## src/rtl/range_comparator_hyst_if.sv

```systemverilog
// ----------------------------------------------------------------------------
// range_comparator_hyst_if
//
// Purpose:
//   Bundles the sample stream and the classification stream of the range
//   comparator into one interface. The producer and consumer side of the
//   comparator both live here, so a single connection carries the whole
//   handshake.
//
// Parameters:
//   WIDTH      bit width of num, lo and hi
//
// Signals:
//   num        sample value                         (producer -> comparator)
//   lo, hi     run-time thresholds                  (producer -> comparator)
//   in_valid   num is valid                         (producer -> comparator)
//   in_ready   comparator can take num              (comparator -> producer)
//   out        one-hot class {below, within, above} (comparator -> consumer)
//   out_valid  out holds an unconsumed result       (comparator -> consumer)
//   out_ready  consumer takes out                   (consumer -> comparator)
//   cfg_err    last accepted sample had lo > hi     (comparator -> consumer)
//
// Modports:
//   master     environment view (drives samples, thresholds and out_ready)
//   slave      comparator view
// ----------------------------------------------------------------------------
interface range_comparator_hyst_if #(
  parameter int WIDTH = 4
);
  logic [WIDTH-1:0] num;
  logic [WIDTH-1:0] lo;
  logic [WIDTH-1:0] hi;
  logic             in_valid;
  logic             in_ready;
  logic [2:0]       out;
  logic             out_valid;
  logic             out_ready;
  logic             cfg_err;

  modport master (
    output num,
    output lo,
    output hi,
    output in_valid,
    output out_ready,
    input  in_ready,
    input  out,
    input  out_valid,
    input  cfg_err
  );

  modport slave (
    input  num,
    input  lo,
    input  hi,
    input  in_valid,
    input  out_ready,
    output in_ready,
    output out,
    output out_valid,
    output cfg_err
  );
endinterface

```

## src/rtl/range_comparator_hyst.sv

```systemverilog
// ----------------------------------------------------------------------------
// range_comparator_hyst
//
// Purpose:
//   Streaming window comparator with hysteresis. Every accepted sample is
//   classified against the thresholds lo/hi as below, within or above and
//   the result is presented one cycle later as a one-hot code together with
//   out_valid. The previous class is remembered so that leaving the below
//   or above region requires crossing the threshold by HYST extra LSBs,
//   which suppresses chatter from noisy samples sitting on a threshold.
//
// Parameters:
//   WIDTH   bit width of num, lo and hi
//   HYST    hysteresis margin in LSBs (0 gives a plain comparator),
//           allowed range 0 .. 2**WIDTH
//   CNT_W   width of each statistics counter (only with STATS_EN)
//
// Ports:
//   clk_i         rising-edge clock
//   rst_i         synchronous active-high reset
//   cmp           range_comparator_hyst_if.slave, the sample / result stream
//   cnt_clr_i     synchronous clear of all counters   (STATS_EN only)
//   cnt_below_o   accepted results classified below   (STATS_EN only)
//   cnt_within_o  accepted results classified within  (STATS_EN only)
//   cnt_above_o   accepted results classified above   (STATS_EN only)
//
// Configuration macro:
//   STATS_EN  when defined, adds the saturating per-class result counters
//             and their ports. Without it the comparator is otherwise
//             identical.
// ----------------------------------------------------------------------------
module range_comparator_hyst #(
  parameter int WIDTH = 4,
  parameter int HYST  = 1,
  parameter int CNT_W = 8
) (
  input  logic                   clk_i,
  input  logic                   rst_i,
`ifdef STATS_EN
  input  logic                   cnt_clr_i,
  output logic [CNT_W-1:0]       cnt_below_o,
  output logic [CNT_W-1:0]       cnt_within_o,
  output logic [CNT_W-1:0]       cnt_above_o,
`endif
  range_comparator_hyst_if.slave cmp
);

  // Two extra bits give a sign bit plus headroom, so lo+HYST and hi-HYST
  // can neither wrap past the top nor turn a small hi into a huge number.
  localparam int EXT_W = WIDTH + 2;
  localparam logic signed [EXT_W-1:0] HYST_S = EXT_W'(HYST);

  // Parameter sanity checks at elaboration.
  generate
    if (WIDTH < 1) begin : gBadWidth
      $error("range_comparator_hyst: WIDTH must be at least 1");
    end
    if (HYST < 0 || HYST > (2 ** WIDTH)) begin : gBadHyst
      $error("range_comparator_hyst: HYST must lie in 0 .. 2**WIDTH");
    end
    if (CNT_W < 1) begin : gBadCntW
      $error("range_comparator_hyst: CNT_W must be at least 1");
    end
  endgenerate

  typedef enum logic [1:0] {
    ST_NONE,
    ST_BELOW,
    ST_WITHIN,
    ST_ABOVE
  } state_e;

  state_e     state_q, state_d;
  logic [2:0] out_q, out_d;
  logic       outValid_q, outValid_d;
  logic       cfgErr_q, cfgErr_d;

  logic                    inReady;
  logic                    accept;
  logic                    cfgBad;
  logic signed [EXT_W-1:0] numExt, loExt, hiExt;
  logic signed [EXT_W-1:0] loEff, hiEff;
  logic                    isBelow, isWithin, isAbove;

  // Handshake: a new sample can enter whenever the output slot is empty or
  // is being drained in this very cycle, which gives full throughput.
  assign inReady = !outValid_q || cmp.out_ready;
  assign accept  = cmp.in_valid && inReady;

  // Thresholds crossed the wrong way round: no class can be given.
  assign cfgBad = (cmp.lo > cmp.hi);

  // Zero-extend into the signed working width before adding the margin.
  assign numExt = signed'({2'b00, cmp.num});
  assign loExt  = signed'({2'b00, cmp.lo});
  assign hiExt  = signed'({2'b00, cmp.hi});

  // The margin only applies to the side we are currently sitting on; from
  // NONE or WITHIN the plain thresholds are used.
  assign loEff = (state_q == ST_BELOW) ? (loExt + HYST_S) : loExt;
  assign hiEff = (state_q == ST_ABOVE) ? (hiExt - HYST_S) : hiExt;

  // With a large margin the widened ranges can overlap; below is tested
  // first so it wins, and the three flags stay mutually exclusive.
  assign isBelow  = (numExt < loEff);
  assign isAbove  = !isBelow && (numExt > hiEff);
  assign isWithin = !isBelow && !isAbove;

  // State and result registers. Reset drops any result still waiting to be
  // consumed.
  always_ff @(posedge clk_i) begin
    if (rst_i) begin
      state_q    <= ST_NONE;
      out_q      <= 3'b000;
      outValid_q <= 1'b0;
      cfgErr_q   <= 1'b0;
    end else begin
      state_q    <= state_d;
      out_q      <= out_d;
      outValid_q <= outValid_d;
      cfgErr_q   <= cfgErr_d;
    end
  end

  // Next-state and result logic. Everything holds unless a sample is
  // accepted; a consume without a new sample only clears out_valid and
  // leaves the last class visible on out.
  always_comb begin
    state_d    = state_q;
    out_d      = out_q;
    outValid_d = outValid_q;
    cfgErr_d   = cfgErr_q;

    if (accept) begin
      outValid_d = 1'b1;
      if (cfgBad) begin
        out_d    = 3'b000;
        cfgErr_d = 1'b1;
        state_d  = ST_NONE;
      end else begin
        out_d    = {isBelow, isWithin, isAbove};
        cfgErr_d = 1'b0;
        if (isBelow) begin
          state_d = ST_BELOW;
        end else if (isAbove) begin
          state_d = ST_ABOVE;
        end else begin
          state_d = ST_WITHIN;
        end
      end
    end else if (outValid_q && cmp.out_ready) begin
      outValid_d = 1'b0;
    end
  end

  assign cmp.in_ready  = inReady;
  assign cmp.out       = out_q;
  assign cmp.out_valid = outValid_q;
  assign cmp.cfg_err   = cfgErr_q;

`ifdef STATS_EN
  localparam logic [CNT_W-1:0] CNT_MAX = '1;

  logic [CNT_W-1:0] cntBelow_q, cntBelow_d;
  logic [CNT_W-1:0] cntWithin_q, cntWithin_d;
  logic [CNT_W-1:0] cntAbove_q, cntAbove_d;
  logic             countable;

  // Only real classifications are counted; a crossed-threshold sample
  // produces no class and therefore no count.
  assign countable = accept && !cfgBad;

  // Counter registers, cleared by reset.
  always_ff @(posedge clk_i) begin
    if (rst_i) begin
      cntBelow_q  <= '0;
      cntWithin_q <= '0;
      cntAbove_q  <= '0;
    end else begin
      cntBelow_q  <= cntBelow_d;
      cntWithin_q <= cntWithin_d;
      cntAbove_q  <= cntAbove_d;
    end
  end

  // Saturating increments on the same edge the result lands. A clear
  // request overrides an increment arriving in the same cycle.
  always_comb begin
    cntBelow_d  = cntBelow_q;
    cntWithin_d = cntWithin_q;
    cntAbove_d  = cntAbove_q;

    if (cnt_clr_i) begin
      cntBelow_d  = '0;
      cntWithin_d = '0;
      cntAbove_d  = '0;
    end else if (countable) begin
      if (isBelow && (cntBelow_q != CNT_MAX)) begin
        cntBelow_d = cntBelow_q + 1'b1;
      end
      if (isWithin && (cntWithin_q != CNT_MAX)) begin
        cntWithin_d = cntWithin_q + 1'b1;
      end
      if (isAbove && (cntAbove_q != CNT_MAX)) begin
        cntAbove_d = cntAbove_q + 1'b1;
      end
    end
  end

  assign cnt_below_o  = cntBelow_q;
  assign cnt_within_o = cntWithin_q;
  assign cnt_above_o  = cntAbove_q;
`endif

endmodule
```

## src/flat_wrapper.sv

```systemverilog
// flat-port wrapper written by rule: the top's interface ports become plain ports
module range_comparator_hyst_flat 
#(
  parameter int WIDTH = 4,
  parameter int HYST  = 1,
  parameter int CNT_W = 8
)
  (clk_i, rst_i, cmp_num, cmp_lo, cmp_hi, cmp_in_valid, cmp_out_ready, cmp_in_ready, cmp_out, cmp_out_valid, cmp_cfg_err);
  range_comparator_hyst_if #(.WIDTH(WIDTH)) cmp_i ();
  input  logic clk_i;
  input  logic rst_i;
  input wire logic [$bits(cmp_i.num)-1:0] cmp_num;
  input wire logic [$bits(cmp_i.lo)-1:0] cmp_lo;
  input wire logic [$bits(cmp_i.hi)-1:0] cmp_hi;
  input wire logic [$bits(cmp_i.in_valid)-1:0] cmp_in_valid;
  input wire logic [$bits(cmp_i.out_ready)-1:0] cmp_out_ready;
  output wire logic [$bits(cmp_i.in_ready)-1:0] cmp_in_ready;
  output wire logic [$bits(cmp_i.out)-1:0] cmp_out;
  output wire logic [$bits(cmp_i.out_valid)-1:0] cmp_out_valid;
  output wire logic [$bits(cmp_i.cfg_err)-1:0] cmp_cfg_err;
  assign cmp_i.num = cmp_num;
  assign cmp_i.lo = cmp_lo;
  assign cmp_i.hi = cmp_hi;
  assign cmp_i.in_valid = cmp_in_valid;
  assign cmp_i.out_ready = cmp_out_ready;
  assign cmp_in_ready = cmp_i.in_ready;
  assign cmp_out = cmp_i.out;
  assign cmp_out_valid = cmp_i.out_valid;
  assign cmp_cfg_err = cmp_i.cfg_err;
  range_comparator_hyst #(.WIDTH(WIDTH), .HYST(HYST), .CNT_W(CNT_W)) u_core (.clk_i(clk_i), .rst_i(rst_i), .cmp(cmp_i));
endmodule
```

## config.mk

```make
export PLATFORM = sky130hd
export DESIGN_NAME = range_comparator_hyst_flat
export DESIGN_NICKNAME = d
export VERILOG_FILES = /design/src/rtl/range_comparator_hyst_if.sv /design/src/rtl/range_comparator_hyst.sv /design/src/flat_wrapper.sv
export SDC_FILE = /design/constraint.sdc
export NUM_CORES = 1
export LEC_CHECK = 0
export CORE_MARGIN = 2
export CORE_UTILIZATION = 40
export DETAILED_ROUTE_END_ITERATION = 7
export GPL_TIMING_DRIVEN = 0
export PLACE_DENSITY = 0.77
export SLEW_MARGIN = 20
export SYNTH_ARGS = -nofsm -noshare
export SYNTH_HDL_FRONTEND = slang
export SYNTH_SLANG_ARGS = --single-unit
```

## constraint.sdc

```tcl
create_clock -name clk_i -period 2.1 [get_ports clk_i]
set_input_delay 0.42 -clock clk_i [delete_from_list [all_inputs] [get_ports clk_i]]
set_output_delay 0.42 -clock clk_i [all_outputs]
set_load 0.02 [all_outputs]
```

# Word level (Yosys, flattened, before mapping)
# Cells that the tools add are included.
totals:
  reg_bits: 7
  latchBits: 0
  ram_bits: 0
  rom_bits: 0
  input_bits: 16
  out_inout_bits: 6
  wordCells: 29
  mem_count: 0
op_classes:
  add_sub_neg: 2
  n_mul: 0
  div_mod_pow: 0
  n_lt_le_gt_ge: 3
  eq_ne: 2
  shift: 0
  n_mux: 9
  n_bitwise: 0
  n_reduce_logical: 9
op_table:
  columns: ["operator", "n"]
  rows:
  - ["6-bit two-way mux", 2]
  - ["5-bit by 6-bit greater-than comparator with 1-bit output", 1]
  - ["5-bit by 6-bit < comparator with 1-bit output", 1]
  - ["4-bit by 1-bit adder with 5-bit output (second input constant)", 1]
  - ["4-bit by 1-bit subtractor with 5-bit output (second input constant)", 1]
  - ["4-bit greater-than comparator", 1]
  - ["1-bit logical AND", 4]
  - ["1-bit two-way mux", 4]
  - ["2-bit two-way mux", 2]
  - ["1-bit zero test", 3]
  - ["3-bit two-way mux", 1]
  - ["2-bit by 1-bit equality test with 1-bit output (second input constant)", 1]
  - ["2-bit equality test (second input constant)", 1]
  - ["2-bit nonzero test", 1]
  - ["1-bit logical OR", 1]

# Longest topological paths before layout
# Gate-level depths: netlist of run 1.
depth:
  word_depth: 8
  ltp_mapped: 10
  ltp_nobuf: 10

# Worst setup path before layout of run 1
# Ideal clock, no wire load.
synth_path:
  path_kind: "input to register"
  start: "input cmp_hi[0]"
  end: "register u_core.state_q[0]"
  setup_time_ns: 0.156
  t_arrival_ns: 1.836
  required_time_ns: 1.944
  setup_slack_ns: 0.107
  cell_stages: 10
  n_path_buf: 0
  path_cell_list: "inv_1 -> ha_1 -> nor2_1 -> a21oi_1 -> ha_1 -> nor2b_1 -> o2111ai_1 -> o311ai_0 -> a21oi_1 -> a221oi_1"
synth_between:
  elab_chain_cells: 7
  elab_cells_between_ends: 8
  cone_classes: "add/sub (1); order compare (2); mux (4); reduce/logical (1)"
synth_lines:
  columns: ["element", "line_no", "rtl"]
  rows:
  - ["from (decl)", "flat_wrapper.sv:14", "input wire logic [$bits(cmp_i.hi)-1:0] cmp_hi;"]
  - ["4-bit by 1-bit subtractor with 5-bit output", "range_comparator_hyst.sv:101", "assign hiEff = (state_q == ST_ABOVE) ? (hiExt - HYST_S) : hiExt;"]
  - ["6-bit two-way mux", "range_comparator_hyst.sv:101", null]
  - ["5-bit by 6-bit greater-than comparator with 1-bit output", "range_comparator_hyst.sv:106", "assign isAbove = !isBelow && (numExt > hiEff);"]
  - ["1-bit logical AND", "range_comparator_hyst.sv:106", null]
  - ["1-bit two-way mux", "range_comparator_hyst.sv:145", "end else if (isAbove) begin"]
  - ["2-bit two-way mux", "range_comparator_hyst.sv:143", "if (isBelow) begin"]
  - ["2-bit two-way mux *", "range_comparator_hyst.sv:136", "if (cfgBad) begin"]
  - ["to (signal assigned)", "range_comparator_hyst.sv:118", "state_q <= state_d;"]
  - ["to (decl)", "range_comparator_hyst.sv:73", "state_e state_q, state_d;"]
# Mark *: on every way between the ends. The rest lies on a longest branch, timed or not.
# A chain may end at the register's enable or synchronous reset.

# Worst setup path in the final report of run 1
layout_path:
  start: "input cmp_lo[3]"
  end: "register u_core.out_q[0], in the netlist u_core.cmp.out[0]"
layout_between:
  elab_chain_cells: 6
  elab_cells_between_ends: 7
  cone_classes: "add/sub (1); order compare (2); mux (2); reduce/logical (2)"
layout_lines:
  columns: ["element", "line_no", "rtl"]
  rows:
  - ["from (decl)", "flat_wrapper.sv:13", "input wire logic [$bits(cmp_i.lo)-1:0] cmp_lo;"]
  - ["4-bit by 1-bit adder with 5-bit output", "range_comparator_hyst.sv:100", "assign loEff = (state_q == ST_BELOW) ? (loExt + HYST_S) : loExt;"]
  - ["6-bit two-way mux", "range_comparator_hyst.sv:100", null]
  - ["5-bit by 6-bit < comparator with 1-bit output", "range_comparator_hyst.sv:105", "assign isBelow = (numExt < loEff);"]
  - ["1-bit zero test", "range_comparator_hyst.sv:106", null]
  - ["1-bit logical AND", "range_comparator_hyst.sv:106", null]
  - ["3-bit two-way mux *", "range_comparator_hyst.sv:136", null]
  - ["to (signal assigned)", "range_comparator_hyst.sv:119", "out_q <= out_d;"]
  - ["to (decl)", "range_comparator_hyst.sv:74", "logic [2:0] out_q, out_d;"]
# Marks and branches as above.

==> run metrics, run 1 <==
status complete, no violations; first-pass GRT wire length around 2700 um; top-count cell post-synth ha_1; share of post-route cells with drive strength above 1 28.2%; port bufs 21; MaxCap Viol Count 0; commonest cells in the netlist ha_1 (13), inv_1 (9), dfxtp_1 (7); Finished Cell Area 0.00105 sq mm; die area 0.00206 sq mm; CTS tree done; DRT iter0 DRCs 11; Unique masters post-synth 33; final wirelength 1670 um; clock slew at reported path FFs about 0.050 ns; leak pwr 0.459 nW; vias post-DR 693; syn nets about 110; crit path from cmp_lo[3]; routed wire length per instance roughly 13 um; CP Launch Type input pin; Layout area overhead 53.5%; FF+latch count, synth 7; number of synthesized flops with an enable pin 0; Final Hold Fails 0; Crit path largest cell delay 0.49 ns; H-tree depth 1; largest cells by area after synthesis ha_1 (24%), dfxtp_1 (20%), inv_1 (4.9%); power per cell area 461 mW/mm^2; Netlist Area Pre-Place 686 sq um; element type at the critical path end flip-flop; Seq/Total Area, Yosys 20.4%; Worst VDD drop 0.373 mV; NumNets Final 140; RR Endpoint u_core.cmp.out[0]; asr flop ratio synth 0%; clk sinks 7; number of remaining DRC errors 0; CTS Buf Count 3; kind of critical path input pin to flip-flop; Root Buffer clkbuf_4; setup_tns 0 ns; gr usage total about a fifth; CP max stage cell clkdlybuf4s50_1; CP endpoint u_core.cmp.out[0]; GPL Wtd Cong just under 0.8; FILL cells 123; syn_area_per_cell 8.68 sq um; Final Cycle Share 96.8%; I/O pin count 22; Placement Cell Area 916 sq um; worst-path cell chain clkdlybuf4s50_1 -> xor2_1 -> ha_1 -> nand3_1 -> o31a_1 -> nor4_4 -> a22o_1; chip width 45.4 um; Ant. Diodes 0; relative slew slack 77.4%; largest net degree at the start of global routing 7; # setup viols final 0; Die H 45.4 um; fmax 492 MHz; Synth area leader ha_1; Slew Limit Fails 0; grt total ovfl 0; Yosys warnings 0; Slew @ Worst Pin 0.338 ns; CTS max path bufs 2; Initial Util 44.0%; Core ar. 0.00156 sq mm; RR Startpoint u_core.state_q[0]; Row Count 14; Main synth FF type dfxtp_1; top cell type's share of synthesized area 23.7%; Post-CTS Hold Buffers 0; synthesized instance count 79; Worst Path Required 2.30 ns; hpwl dp approximately 1300 um; worst min path class flip-flop to flip-flop; number of nets with antenna violations after routing 0; antenna violations before repair 0; Reg2Reg Depth 8; vias in the first global route 676; Critical Path AT 2.23 ns; Worst Clk Skew 0.000256 ns; crit-path max FO 3; TritonRoute pass-1 iters 4; FF-to-FF setup slack 0.09 ns; routed vias/inst 5.50; post-layout minimum cycle time about 2.0 ns; clk_lat worst skew 0.25 ns
through the flow:
stage | hold WS [ns] | power (mW) | cells | worst slack [ns] | utilization, %
3_3_place_gp | 0.449 | 0.321 | 116 | -0.677 | 58.7
4_1_cts | 0.461 | 0.476 | 125 | 0.0268 | 64.7
2_1_floorplan | 0.487 | 0.254 | 79 | 0.107 | -
6_report | 0.460 | 0.485 | 126 | 0.0664 | 67.5
5_1_grt | 0.486 | 0.524 | 126 | -0.0444 | 67.5
3_5_place_dp | 0.452 | 0.327 | 116 | -0.751 | 58.7
worst min path at each step:
stage | start | endpoint | depth (start not counted)
after floorplan | u_core.state_q[0] | u_core.state_q[0] | 2
after global placement | u_core.cmp.out[2] | u_core.cmp.out[2] | 2
after detailed placement | u_core.cmp.out[2] | u_core.cmp.out[2] | 2
after CTS | u_core.cmp.out[2] | u_core.cmp.out[2] | 2
after global routing | u_core.cmp.out[2] | u_core.cmp.out[2] | 2
final | u_core.cmp.out[2] | u_core.cmp.out[2] | 2
power breakdown:
group | total, mW | leakage [nW] | internal, mW | switching, mW
registers | 0.152 | 0.0589 | 0.144 | 0.00843
clock network | 0.121 | 0.0150 | 0.0724 | 0.0487
logic | 0.211 | 0.385 | 0.110 | 0.101
routing by layer:
layer | vias up | part of all wire (%) | GRT usage [%]
met1 | 323 | 43 | 22.6
met4 | 0 | 1.4 | 8.82
met3 | 2 | 4.5 | 5.95
li1 | 356 | - | -
met2 | 12 | 51 | 30.4
met5 | - | 0 | 0
final cells by class:
type / count / area (sq um) / share of cell area [%]
multi-input combinational: 63 / 586 / 55.6
clock buffer: 4 / 26.3 / 2.50
sequential: 7 / 148 / 14.0
timing repair buffer: 27 / 239 / 22.7
tap: 16 / 20.0 / 1.90
inverter: 9 / 33.8 / 3.21
critical path, delay by kind of cell:
kind	cells	cell delay, ns
xor gates and xnor gates	1	0.20
AOI/OAI and AO/OA	2	0.47
and+or+nand+nor	2	0.36
adders and majority gates	1	0.29
buffers and inverters	1	0.49
placed cells by master (no fill, tap or decap), types with 2 or more instances in the layout:
cell type and instances:
xnor2_1 3, dfxtp_4 2, clkbuf_2 2, dfxtp_1 5
xor2_1 2, inv_1 8, nor2b_1 2, nand2_1 4
nor2_1 3, a22o_1 2, clkdlybuf4s50_1 14, nand4_1 2
nor4_4 2, ha_1 11, clkbuf_4 4, a21oi_1 5
nand3_1 2, buf_4 6, nand2_2 2
sequential cells by signal (all words and copies together) (netlist names):
name	cells
u_core.cmp.cfg_err	1
u_core.cmp.out	3
u_core.cmp.out_valid	1
u_core.state_q	2
what timing repair did:
| action | in CTS | in global routing |
|---|---|---|
| setup buffers | 5 | 1 |
| endpoints found under the setup margin | 6 | 6 |
| pin swaps | 7 | 5 |
| cloned | 0 | 0 |
| gates resized for setup | 24 | 15 |
cells by family (layout without fill, tap and decap cells):
group | after synthesis | in the layout | synth area share, %
adder cells (fa/ha/maj) | 13 | 13 | 23.7
XOR/XNOR | 5 | 5 | 6.39
AO/OA/AOI/OAI | 19 | 19 | 20.1
buffers and inverters | 9 | 40 | 4.93
multiplexers | 1 | 1 | 1.46
AND/OR/NAND/NOR | 25 | 25 | 23.0
flip-flops | 7 | 7 | 20.4
(Power assumes the default switching activity.)
==> run 2, diff against run 1 <==
--- a/config.mk
+++ b/config.mk
@@ -6,10 +6,11 @@
 export NUM_CORES = 1
 export LEC_CHECK = 0
 export CORE_MARGIN = 2
-export CORE_UTILIZATION = 40
+export CORE_UTILIZATION = 50
 export DETAILED_ROUTE_END_ITERATION = 7
+export DONT_BUFFER_PORTS = 1
 export GPL_TIMING_DRIVEN = 0
-export PLACE_DENSITY = 0.77
+export PLACE_DENSITY = 0.71
 export SLEW_MARGIN = 20
 export SYNTH_ARGS = -nofsm -noshare
 export SYNTH_HDL_FRONTEND = slang
==> run 2 against run 1 <==
Non-clock buffer count is 24 lower. Combinational power is 38% lower. Via count is 16% lower. Cell count is 20% lower. Largest cell class unchanged.
==> run metrics, run 2 (synthesis results as in run 1) <==
Reg2Reg Depth 9; vias in the first global route approximately 530; Layout area overhead 17.7%; pre-CTS WS -0.0666 ns; leading cell type in the layout, fill and taps excluded ha_1; NumNets Final 116; routed vias/inst 5.79; antenna violations before repair 0; Row Count 13; TritonRoute pass-1 iters 4; crit-path max FO 4; RR Startpoint u_core.state_q[1]; DRT iter0 DRCs 6; share of post-route cells with drive strength above 1 23.3%; leak pwr 0.370 nW; post-layout minimum cycle time between 2 and 2.5 ns; Final Cycle Share a little over nine tenths; RSZ-0062 raised after global routing yes; die area 0.00168 sq mm; number of nets with antenna violations after routing 0; element type at the critical path end flip-flop; grt total ovfl 0; relative slew slack 45.9%; PnR worst setup slack ~0.025 ns; Initial Util 53.4%; fmax 482 MHz; Combinational Power Share a little under a third; largest net degree at the start of global routing 7; Worst Clk Skew 0.00164 ns; Root Buffer clkbuf_4; CP Launch Type flip-flop; clk_lat worst skew 0.25 ns; CTS max path bufs 2; I/O pin count 22; worst min path class input pin to flip-flop; Worst Path Required 2.20 ns; Int Pwr 0.281 mW; Critical Path AT 2.17 ns; # setup viols final 0; Slew Limit Fails 0; CTS tree done; number of remaining DRC errors 0; Slew @ Worst Pin 0.802 ns; chip width between 40 and 50 um; Sw Share between 30% and 40%; final wirelength about 1500 um; max reg flops 3; port bufs 0; status complete, no violations; routed wire length per instance ~15 um; kind of critical path flip-flop to flip-flop; most frequent cells in the layout ha_1 (13), inv_1 (9), nand2_1 (5), dfxtp_1 (5); FF-to-FF setup slack around 0.025 ns; crit path from u_core.state_q[1]; first-pass GRT wire length 2120 um; vias post-DR 585; Final Hold Fails 0; Ant. Diodes 0; Clk pwr share about 30%; GPL Wtd Cong 0.700; clk sinks 7; clock slew at reported path FFs 0.05 ns; Die H 41.0 um; hpwl dp ~1200 um; MaxCap Viol Count 0; H-tree depth 1; sequential share of power between 30% and 40%; CTS Buf Count 3; power per cell area 520 mW/mm^2; gr usage total 19.5%; Post-CTS Hold Buffers 0; CP endpoint u_core.state_q[0]; RR Endpoint u_core.state_q[0]; setup_tns 0 ns; Sw Pwr 0.138 mW; Worst VDD drop between 0.3 and 0.4 mV; Core ar. 0.00128 sq mm
## run 2: cell count changes in the layout (fill, tap and decap cells not counted), sizes merged
cell,delta
clkdlybuf4s50,-14
buf,-4
dlygate4sd2,-1
clkdlybuf4s15,-1
dlymetal6s2s,-1
clkbuf,-3
## run 2: worst min-delay path by stage
stage	from	endpoint	slack, ns	cells past startpoint
2_1_floorplan	u_core.state_q[0]	u_core.state_q[0]	0.49	2
3_3_place_gp	rst_i	u_core.cmp.out_valid	0.49	1
3_5_place_dp	rst_i	u_core.cmp.out_valid	0.49	1
4_1_cts	rst_i	u_core.cmp.out_valid	0.22	1
5_1_grt	rst_i	u_core.state_q[0]	0.21	1
6_report	rst_i	u_core.state_q[0]	0.22	1
## run 2: worst max-delay path, stage by stage, from the launching register on
cell and delay, ns:
dfxtp_4 0.38, nand2_4 0.08, nor4_4 0.30, xnor2_1 0.11, ha_1 0.34, buf_4 0.15, o2111ai_1 0.10, o311ai_2 0.17
a21oi_1 0.21, a221oi_2 0.08
## run 2: power by group through the flow
stage	Sequential, mW	Clock, mW	Combinational (mW)
after floorplan	0.162	0	0.0924
after global placement	0.164	0	0.106
after global routing	0.165	0.141	0.147
final	0.163	0.125	0.131
after detailed placement	0.164	0	0.110
after CTS	0.162	0.127	0.114
## run 2: final cells by class
cell class,count,area (sq um)
Fill cell,125,478
Clock buffer,4,26.3
Inverter,9,33.8
Sequential cell,7,148
Timing Repair Buffer,3,22.5
Tap cell,15,18.8
Multi-Input combinational cell,63,558
## run 2: repair_timing
| item | 4_1_cts | 5_1_grt |
|---|---|---|
| setup endpoints to repair | 3 | 5 |
| buffers inserted | 1 | 2 |
| gates resized for setup | 3 | 11 |
| pin swaps | 0 | 6 |
## run 2: layer usage
metal / GRT usage, % / share of wire (%)
met3: 11.4 / 6.5
met4: 0 / 0.41
met5: 0 / 0
met1: 23.9 / 50
met2: 30.9 / 43
## run 2: stage by stage
| stage | utilization [%] | hold slack (ns) | power [mW] | instance area (sq um) | cells |
|---|---|---|---|---|---|
| CTS | 58.1 | 0.223 | 0.403 | 747 | 99 |
| finish | 62.8 | 0.219 | 0.419 | 807 | 101 |
| global placement | 54.8 | 0.492 | 0.270 | 704 | 94 |
| floorplan | - | 0.487 | 0.254 | 686 | 79 |
| detailed placement | 54.8 | 0.493 | 0.275 | 704 | 94 |
| global route | 62.8 | 0.205 | 0.453 | 807 | 101 |
==> run 3, diff against run 2 <==
--- a/config.mk
+++ b/config.mk
@@ -5,7 +5,6 @@
 export SDC_FILE = /design/constraint.sdc
 export NUM_CORES = 1
 export LEC_CHECK = 0
-export CORE_MARGIN = 2
 export CORE_UTILIZATION = 50
 export DETAILED_ROUTE_END_ITERATION = 7
 export DONT_BUFFER_PORTS = 1
==> run 3 against run 2 <==
Die area fell by 9.5%. Via count is 1.0% lower. Combinational power barely moved. First-iteration DRC count rose by 83%. Global-route usage shrank 0.91 points. Clock power down 3%.
==> run metrics, run 3 (synthesis results as in run 1) <==
met3 wire length ~140 um; Layout area overhead 17.2%; met2 WL 538 um; number of remaining DRC errors 0; first-pass GRT wire length 1850 um; relative slew slack 52.4%; max reg flops 3; CP Launch Type flip-flop; clk sinks 7; fmax 496 MHz; FF-to-FF setup slack 0.08 ns; crit-path max FO 4; leak pwr 0.370 nW; antenna violations before repair 0; largest net degree at the start of global routing 7; most frequent cells in the layout ha_1 (13), inv_1 (9), nand2_1 (5), dfxtp_1 (5), nor2_1 (4); CTS tree done; Reg2Reg Depth 8; max layer used met3; RR Startpoint u_core.state_q[0]; Core ar. 0.00119 sq mm; Finished Cell Area 803 sq um; DP Cell Count 93; Ant. Diodes 0; Root Buffer clkbuf_4; Post-CTS Hold Buffers 0; clock slew at reported path FFs approximately 0.05 ns; Placement Cell Area 703 sq um; cell count of the worst hold path 1; Worst Hold Endpoint u_core.state_q[0]; pre-CTS WS -0.0602 ns; Non-Filler Instances 100; CTS Buf Count 3; kind of critical path flip-flop to flip-flop; power per cell area 513 mW/mm^2; Worst Path Required between 2 and 2.5 ns; vias post-DR 579; H-tree depth 1; Die H ~39 um; clk_lat worst skew 0.25 ns; leading cell type in the layout, fill and taps excluded ha_1; final wirelength 1320 um; DRT iter0 DRCs 11; PnR worst setup slack between 0.08 and 0.09 ns; CTS max path bufs 2; share of post-route cells with drive strength above 1 22.1%; Worst Clk Skew 0.00292 ns; # setup viols final 0; status complete, no violations; port bufs 0; element type at the critical path end flip-flop; die area 0.00152 sq mm; Slew @ Worst Pin 0.707 ns; RSZ-0062 raised after global routing yes; TritonRoute pass-1 iters 4; worst min path class input pin to flip-flop; Final Cycle Share 96.0%; I/O pin count 22; GPL Wtd Cong ~0.71; MaxCap Viol Count 0; HP Start rst_i; RR Endpoint u_core.cmp.out[1]; Critical Path AT 2.21 ns; Slew Limit Fails 0; M1 wire length roughly 640 um; Row Count 12; chip width between 30 and 40 um; NumNets Final 116; routed wire length per instance between 10 and 15 um; gr usage total a little under a fifth; routed vias/inst a little under 6; Final Hold Fails 0; Worst VDD drop around 0.50 mV; vias in the first global route 466; post-layout minimum cycle time 2.02 ns; hpwl dp roughly 1100 um; Initial Util slightly below 60%; grt total ovfl 0; number of nets with antenna violations after routing 0
==> run 3: cell counts in the layout (fill, tap and decap cells not counted) <==
Identical to the previous run, type by type.
==> run 3: per-stage QoR <==
stage | utilization, % | total power, mW | setup TNS (ns) | hold slack (ns)
after floorplan | - | 0.254 | 0 | 0.487
after global placement | 59.3 | 0.270 | -0.0709 | 0.496
after detailed placement | 59.3 | 0.273 | -0.0602 | 0.497
after CTS | 63.3 | 0.403 | 0 | 0.231
after global routing | 67.7 | 0.442 | -0.159 | 0.208
final | 67.7 | 0.412 | 0 | 0.221
==> run 3: worst max path at each step <==
stage	start	end	slack, ns	cells past startpoint
after global routing	u_core.state_q[0]	u_core.cmp.out[1]	-0.06	8
after floorplan	cmp_hi[0]	u_core.state_q[0]	0.11	10
after CTS	u_core.state_q[0]	u_core.state_q[0]	0.03	9
final	u_core.state_q[0]	u_core.cmp.out[1]	0.08	8
after global placement	cmp_hi[1]	u_core.state_q[0]	-0.07	10
after detailed placement	cmp_hi[1]	u_core.state_q[0]	-0.06	10
==> run 3: routing by layer <==
layer  up-vias  GRT usage [%]
li1        309              -
met1       244           25.1
met2        26           25.8
met3         0           12.1
met4         0              0
met5         -              0
==> run 3: repair_timing <==
item / in CTS / in global routing
gates resized for setup: 2 / 11
buffers inserted: 2 / 1
pin swaps: 0 / 4
setup endpoints to repair: 3 / 5
==> run 3: cell type report <==
cell class,count,area [sq um]
flip-flops and latches,7,148
inverters,9,33.8
multi-input cells,63,556
repair buffers,3,22.5
fillers,94,383
clock buffers,4,26.3
well taps,14,17.5
==> run 3: power breakdown <==
part | internal (mW) | switching, mW | leakage (nW)
logic | 0.0640 | 0.0648 | 0.296
clock network | 0.0724 | 0.0481 | 0.0150
registers | 0.144 | 0.0187 | 0.0589
total | 0.280 | 0.132 | 0.370
==> run 3: critical path, stage by stage, from the launching register on <==
cell and delay, ns:
dfxtp_4 0.37, nor2b_4 0.18, nand4_1 0.12, xor2_1 0.15, ha_1 0.30, nand3_1 0.09, o31a_1 0.29, nor4_4 0.30
a22o_1 0.16
